### src/rtl/morse_pkg.sv
// rtl/morse_pkg.sv - shared states, element encodings and unit counts for the Morse keyer
package morse_pkg;

    typedef enum logic [1:0] {
        IDLE,
        MARK,
        SPACE,
        CHAR_GAP
    } state_t;

    localparam logic DOT  = 1'b0;
    localparam logic DASH = 1'b1;

    localparam int DOT_UNITS   = 1;
    localparam int DASH_UNITS  = 3;
    localparam int SPACE_UNITS = 1;
    localparam int ELEMENTS    = 5;

    // Index of the final unit of a mark, as compared against the 2-bit unit counter.
    function automatic logic [1:0] mark_last_unit(input logic elem);
        return (elem == DASH) ? 2'(DASH_UNITS - 1) : 2'(DOT_UNITS - 1);
    endfunction

endpackage

### src/rtl/morse_unit_timer.sv
// rtl/morse_unit_timer.sv - cycle divider producing one tick per Morse time unit
module morse_unit_timer #(
    parameter int UNIT_CYCLES = 4
) (
    input  logic clk,
    input  logic reset,
    input  logic restart,
    output logic tick
);

    localparam int CW = (UNIT_CYCLES > 1) ? $clog2(UNIT_CYCLES) : 1;

    logic [CW-1:0] cnt;

    assign tick = (cnt == CW'(UNIT_CYCLES - 1));

    always_ff @(posedge clk) begin
        if (reset || restart || tick) begin
            cnt <= '0;
        end else begin
            cnt <= cnt + CW'(1);
        end
    end

endmodule

### src/rtl/transmissor_morse.sv
// rtl/transmissor_morse.sv - Morse keyer for 5-element code words; MORSE_TONE_EN adds a tone output
module transmissor_morse
    import morse_pkg::*;
#(
    parameter int UNIT_CYCLES    = 4,
    parameter int CHAR_GAP_UNITS = 3
`ifdef MORSE_TONE_EN
    ,
    parameter int TONE_DIV       = 2
`endif
) (
    input  logic clk,
    input  logic reset,
    input  logic ready,
    input  logic X1,
    input  logic X2,
    input  logic X3,
    input  logic X4,
    input  logic X5,
    output logic key,
    output logic busy,
    output logic done
`ifdef MORSE_TONE_EN
    ,
    output logic tone
`endif
);

    state_t      state;
    logic [4:0]  code;
    logic [1:0]  units;
    logic [2:0]  idx;
    logic [1:0]  last_unit;
    logic        tick;
    logic        leave;
    logic        accept;
    logic        restart;

    morse_unit_timer #(
        .UNIT_CYCLES(UNIT_CYCLES)
    ) u_timer (
        .clk    (clk),
        .reset  (reset),
        .restart(restart),
        .tick   (tick)
    );

    // code[4] always holds the element currently being keyed.
    always_comb begin
        last_unit = 2'd0;
        case (state)
            MARK:     last_unit = mark_last_unit(code[4]);
            SPACE:    last_unit = 2'(SPACE_UNITS - 1);
            CHAR_GAP: last_unit = 2'(CHAR_GAP_UNITS - 1);
            default:  last_unit = 2'd0;
        endcase
    end

    assign accept  = (state == IDLE) && ready;
    assign leave   = (state != IDLE) && tick && (units == last_unit);
    assign restart = accept || leave;

    always_ff @(posedge clk) begin
        if (reset) begin
            state <= IDLE;
            code  <= '0;
            units <= '0;
            idx   <= '0;
            key   <= 1'b0;
            busy  <= 1'b0;
            done  <= 1'b0;
        end else begin
            done <= 1'b0;
            if (leave) begin
                units <= '0;
            end else if (tick && state != IDLE) begin
                units <= units + 2'd1;
            end
            case (state)
                IDLE: begin
                    if (ready) begin
                        code  <= {X1, X2, X3, X4, X5};
                        idx   <= '0;
                        units <= '0;
                        key   <= 1'b1;
                        busy  <= 1'b1;
                        state <= MARK;
                    end
                end
                MARK: begin
                    if (leave) begin
                        key   <= 1'b0;
                        state <= (idx < 3'(ELEMENTS - 1)) ? SPACE : CHAR_GAP;
                    end
                end
                SPACE: begin
                    if (leave) begin
                        idx   <= idx + 3'd1;
                        code  <= {code[3:0], 1'b0};
                        key   <= 1'b1;
                        state <= MARK;
                    end
                end
                CHAR_GAP: begin
                    if (leave) begin
                        busy  <= 1'b0;
                        done  <= 1'b1;
                        state <= IDLE;
                    end
                end
                default: state <= IDLE;
            endcase
        end
    end

`ifdef MORSE_TONE_EN
    localparam int TW = (TONE_DIV > 1) ? $clog2(TONE_DIV) : 1;

    logic [TW-1:0] tone_cnt;
    logic          mark_entry;

    assign mark_entry = accept || (state == SPACE && leave);

    always_ff @(posedge clk) begin
        if (reset || mark_entry || state != MARK || leave) begin
            tone     <= 1'b0;
            tone_cnt <= '0;
        end else if (tone_cnt == TW'(TONE_DIV - 1)) begin
            tone     <= ~tone;
            tone_cnt <= '0;
        end else begin
            tone_cnt <= tone_cnt + TW'(1);
        end
    end
`endif

endmodule
### config.mk
export PLATFORM = sky130hd
export DESIGN_NAME = transmissor_morse
export DESIGN_NICKNAME = d
export VERILOG_FILES = /design/src/rtl/morse_pkg.sv /design/src/rtl/morse_unit_timer.sv /design/src/rtl/transmissor_morse.sv
export SDC_FILE = /design/constraint.sdc
export NUM_CORES = 1
export LEC_CHECK = 0
export ABC_AREA = 1
export CORE_AREA = 4 4 48 50
export CTS_CLUSTER_SIZE = 12
export DETAILED_ROUTE_END_ITERATION = 8
export DIE_AREA = 0 0 52 54
export PLACE_DENSITY = 0.74
export SYNTH_ARGS = -nofsm -noshare
export SYNTH_HDL_FRONTEND = slang
export SYNTH_HIERARCHICAL = 1
export SYNTH_SLANG_ARGS = --single-unit
### constraint.sdc
create_clock -name clk -period 1.3 [get_ports clk]
set_input_delay 0.195 -clock clk [delete_from_list [all_inputs] [get_ports clk]]
set_output_delay 0.195 -clock clk [all_outputs]
set_load 0.01 [all_outputs]
# Word-level counts from Yosys, hierarchy flattened
# Cells that the tools add are included.
[totals]
in_bits = 8
word_cells = 62
ff_bits = 17
out_inout_bits = 3
[classes]
reduce_logical = 16
magnitude_cmp = 1
eq_ne = 9
addsub = 3
mux = 24
bitwise_logic = 1
[op_table]
columns = ["cell", "n"]
rows = [
  ["2-bit two-way mux", 9],
  ["5-bit two-way mux", 2],
  ["5-bit one-hot mux with 2 select lines", 1],
  ["2-bit != test (second input constant)", 4],
  ["2-bit one-hot mux with 4 select lines", 1],
  ["4-bit AND reduction", 2],
  ["2-bit equality test (second input constant)", 3],
  ["3-bit two-way mux", 2],
  ["3-bit one-hot mux with 2 select lines", 1],
  ["3-bit AND reduction", 2],
  ["2-bit nonzero test", 3],
  ["1-bit two-way mux", 5],
  ["2-bit by 1-bit adder with 2-bit output (second input constant)", 2],
  ["2-bit one-hot mux with 2 select lines", 1],
  ["3-bit by 1-bit adder with 3-bit output (second input constant)", 1],
  ["1-bit logical AND", 3],
  ["1-bit logical OR", 3],
  ["3-bit less-than comparator (second input constant)", 1],
  ["1-bit one-hot mux with 3 select lines", 1],
  ["3-bit nonzero test", 1],
  ["2-bit by 1-bit equality test with 1-bit output (second input constant)", 1],
  ["2-bit equality test", 1],
  ["2-bit logical NOT", 1],
  ["1-bit one-hot mux with 2 select lines", 1],
  ["2 further kinds", 2],
]

# Depth between registers and ports, before layout
[logic_depth]
word_depth = 7
ltp_mapped = 10
mapped_depth_nobuf = 10

# Modules after synthesis
# The synthesis kept the hierarchy.
[by_module_without_submodules]
columns = ["module", "cells_per_inst", "seq_area_each_um2", "n_inst", "area_per_inst_um2"]
rows = [
  ["transmissor_morse", 111, 300.3, 1, 772.0],
  ["morse_unit_timer", 9, 40.0, 1, 75.1],
]

# Least setup slack after synthesis
# OpenSTA, ideal clock, no wires.
[synth_timing]
kind = "reg-to-reg"
start = "register state[1]"
end = "register code[1]"
slack_ps = -5
setup_ps = 114
path_buffers = 0
t_required_ps = 1186
stages_incl_launch_ff = 8
t_arrival_ps = 1192
synth_period_minus_slack_ps = 1305
path_cell_list = "dfxtp_1 > nand2_2 > nand3_1 > nand2_2 > o21ai_1 > nand3_1 > nor2_1 > nor2_1"
[synth_between]
elab_chain_cells = 6
elab_cells_between_ends = 14
classes_between = "6 x eq/ne; 2 x mux; 6 x reduce/logical"
[synth_rtl]
columns = ["element", "line", "source"]
rows = [
  ["start, declared", "transmissor_morse.sv:29", "state_t state;"],
  ["start signal, assigned", "transmissor_morse.sv:93", "state <= (idx < 3'(ELEMENTS - 1)) ? SPACE : CHAR_GAP;"],
  ["2-bit equality test / 2-bit by 1-bit equality test with 1-bit output (equally long branches)", "transmissor_morse.sv:51", "case (state)"],
  ["2-bit one-hot mux with 2 select lines", "transmissor_morse.sv:51", ""],
  ["2-bit equality test", "transmissor_morse.sv:60", "assign leave = (state != IDLE) && tick && (units == last_unit);"],
  ["1-bit logical AND", "transmissor_morse.sv:60", ""],
  ["2-bit != test (no line)", "n/a", ""],
  ["3-bit AND reduction (no line)", "n/a", ""],
  ["end signal, assigned", "transmissor_morse.sv:82", "code <= {X1, X2, X3, X4, X5};"],
  ["end signal, assigned", "transmissor_morse.sv:99", "code <= {code[3:0], 1'b0};"],
  ["end, declared", "transmissor_morse.sv:30", "logic [4:0] code;"],
]
# Parallel ways exist; a longest one is shown, timed or not.
# A chain may end at the register's enable or synchronous reset.

# Worst setup path after layout
[layout_timing]
start = "register u_timer.cnt[1]"
end = "register code[4]"
[layout_between]
elab_chain_cells = 5
[layout_rtl]
columns = ["element", "line", "source"]
rows = [
  ["start, declared", "morse_unit_timer.sv:13", "logic [CW-1:0] cnt;"],
  ["start signal, assigned", "morse_unit_timer.sv:21", "cnt <= cnt + CW'(1);"],
  ["2-bit equality test", "morse_unit_timer.sv:15", "assign tick = (cnt == CW'(UNIT_CYCLES - 1));"],
  ["net tick", "transmissor_morse.sv:34", "logic tick;"],
  ["1-bit logical AND (2 in series)", "transmissor_morse.sv:60", ""],
  ["2-bit != test (no line)", "n/a", ""],
  ["3-bit AND reduction (no line)", "n/a", ""],
]
# The timed path passes the listed nets, and every way through them passes these cells.

==> results by group <==
Placed design
  – Post-Place Cells: 164
  – Area after DPL: 1040 um^2
  – Final GP Congestion: 0.780
  – IO buf count: 10
  – Dpl ws: -154 ps
  – DP HPWL: 1380 um

Clocking
  – CTS tree: yes
  – Clk slew on worst S/H paths: 90 ps
  – CTS Buf Count: 3
  – Clk root buf: clkbuf_4
  – Clock tree buffer depth: 2
  – Clock latency on the worst-skew pair: 290 ps
  – CTS sink count: 17
  – CTS H-Tree Depth: 1

Logic synthesis
  – Compound-Gate Fraction of Synth Area: 7.53%
  – Synth unique cells: 24
  – Post-synth EDFFs: 0
  – Simple-gate share of the synthesized area: 39.4%
  – Post-synthesis adder-cell area fraction: 2.95%
  – Post-synthesis sequential area ratio: 40.2%
  – Ys async rst share: 0%
  – Ys flop type: dfxtp_1
  – Synth top area share: 40.2%
  – Synth warn: 6
  – Mux cell area share after synthesis: 0%
  – Syn_area_per_cell: 7.06 um^2
  – Syn_nets: 130
  – Synth Instances: 120
  – Synthesized cell area: 847 um^2
  – Xor-xnor portion of the synthesized cell area: 1.03%
  – Top cells by area, synth: dfxtp_1, nand2_1, nor2_1
  – FF+latch count, synth: 17
  – Synth area leader: dfxtp_1
  – Largest family of logic cells by synthesized area: simple AND/OR/NAND/NOR gates

Outcome
  – Status: finished with violations
  – Failing checks: setup timing

Setup path
  – CP Launch Type: flop
  – Crit. End Element: flop
  – CP max stage delay: 360 ps
  – CP Max Fanout: 8
  – Slowest-stage cell, CP: dfxtp_2
  – Crit path top cell by count: nor2_4
  – Worst EP arrival: 1590 ps
  – CP Cell Sequence: ha_4, inv_2, nor2_4, nand2_2, nor2_4, nand3_4, nand3b_4, nand2_1, nor2_1
  – Data required, critical path: 1530 ps
  – Critical path type: flop to flop

Timing
  – Time the worst path needs with I/O delays and setup: 1360 ps
  – Setup violations, final: 6
  – Fmax: 736 MHz
  – Worst slew pin tran: 243 ps
  – Max-slew violation count: 0
  – RSZ-0062 raised after global routing: yes
  – Final worst path period share: 105%
  – Final WS setup: -59.1 ps
  – Endpoints failing hold: 0
  – Worst Clk Skew: 4.74 ps
  – Final setup TNS: -150 ps
  – Rel. slew slack: 83.6%

Die
  – Core footprint: 1900 um^2
  – Die X-Extent: 52 um
  – I/O pins: 11
  – Row Count: 16
  – Die Y: 54 um
  – Effective utilization at floorplan: 44.5%
  – Die ar.: 2810 um^2

Detailed routing
  – WL met2: 940 um
  – Vias per Instance: 4.83
  – Initial drt markers: 19
  – Met3 routed WL: 90 um
  – Top layer in use: met4
  – Detailed Routing Iterations Pass 1: 3
  – Met1 wire length: 773 um
  – Routed wire length: 1820 um
  – Via count: 821
  – Antenna-violating nets left: 0
  – WL/cell: 10.7 um
  – Residual DRC: 0

Finish
  – Antenna cell count: 0
  – Fin cells: 170
  – Post-route design area: 1150 um^2
  – Area Overhead vs Synth: 35.5%
  – Layout net count: 154
  – Most frequent cells in the layout: nand2_1, nor2_1, inv_1, dfxtp_1, buf_4
  – Commonest non-fill, non-tap cell in the layout: nand2_1
  – Share of cells above drive strength 1: 28.7%

Power and ir drop
  – IR drop worst, VDD: 0.732 mV
  – Power Density: 929 nW/um^2
  – Leak: 0.502 nW

GRT
  – Initial antenna violation count: 0
  – GRT Overall Usage: 15.5%
  – Overflow after GRT: 0
  – First-pass GRT wire length: 3140 um
  – Largest net degree at the start of global routing: 10
  – Vias in the first global route: 755

Flow run
  – Max Cap Violations: 0

Worst hold path
  – Worst min-delay path category: flop to flop
[final timing paths]
path | from | endpoint | slack, ps | cells after the start
worst min register to register | u_timer/cnt[0]$_SDFF_PP0_ | u_timer/cnt[0]$_SDFF_PP0_ | 440 | 1
worst min-delay path | u_timer/cnt[0]$_SDFF_PP0_ | u_timer/cnt[0]$_SDFF_PP0_ | 440 | 1
worst max-delay path | u_timer/cnt[1]$_SDFF_PP0_ | code[4]$_SDFFE_PP0P_ | -60 | 9
worst max register to register | u_timer/cnt[1]$_SDFF_PP0_ | code[4]$_SDFFE_PP0P_ | -60 | 9
[registers in the layout, summed over array words and instances (netlist names)]
name	flops
code	5
state	2
key	1
idx	3
u_timer/cnt	2
busy	1
units	2
done	1
[cells by family after synthesis]
| kind of cell | Yosys count |
|---|---|
| AOI/OAI and AO/OA | 12 |
| xor gates and xnor gates | 1 |
| adders and majority gates | 2 |
| buffers and inverters | 20 |
| DFF | 17 |
| and+or+nand+nor | 68 |
[area by class of cell]
cell class,count,area (um^2)
clock buffers,4,26.3
multi-input cells,83,494
well taps,27,33.8
fillers,188,754
flip-flops and latches,17,348
inverters,19,73.8
repair buffers,20,171
[synth_stat cells, types with 2 or more instances]
master   number
nor2_4        2
nand2_1      22
inv_1        16
nor2_1       20
nand2_2       4
nor3_1        2
a21oi_1       5
o21ai_0       5
ha_1          2
inv_2         2
dfxtp_1      17
nand3_1      11
[routing by layer]
layer	GRT usage, %	vias up
li1	-	426
met5	0	-
met2	28.7	12
met3	3.32	2
met1	16.0	381
met4	9.17	0
[worst max-delay path, delay by kind of cell, from the launching register on]
kind	cells	cell delay [ps]
fa+ha+maj	1	140
buf+inv	1	40
flops	1	360
simple gates	7	760
[where the power goes]
part           internal (mW)  switching, mW  total (mW)
Clock                  0.119          0.161       0.280
Combinational         0.0990          0.111       0.210
Sequential             0.553         0.0233       0.576
Total                  0.771          0.295        1.07
[metrics by stage]
stage                     utilization, %  hold slack [ps]  total power [mW]
after floorplan                        -              342             0.692
after global placement              54.9              404             0.765
after detailed placement            54.9              423             0.772
after CTS                           59.8              435              1.08
after global routing                60.3              463              1.14
final                               60.3              437              1.07
[what timing repair did]
action | 4_1_cts | 5_1_grt
setup buffers | 1 | 1
gates resized for setup | 20 | 1
pin swaps | 11 | 3
endpoints found under the setup margin | 17 | 15
hold buffers | 0 | 0
Power figures use the tool's default switching activity.
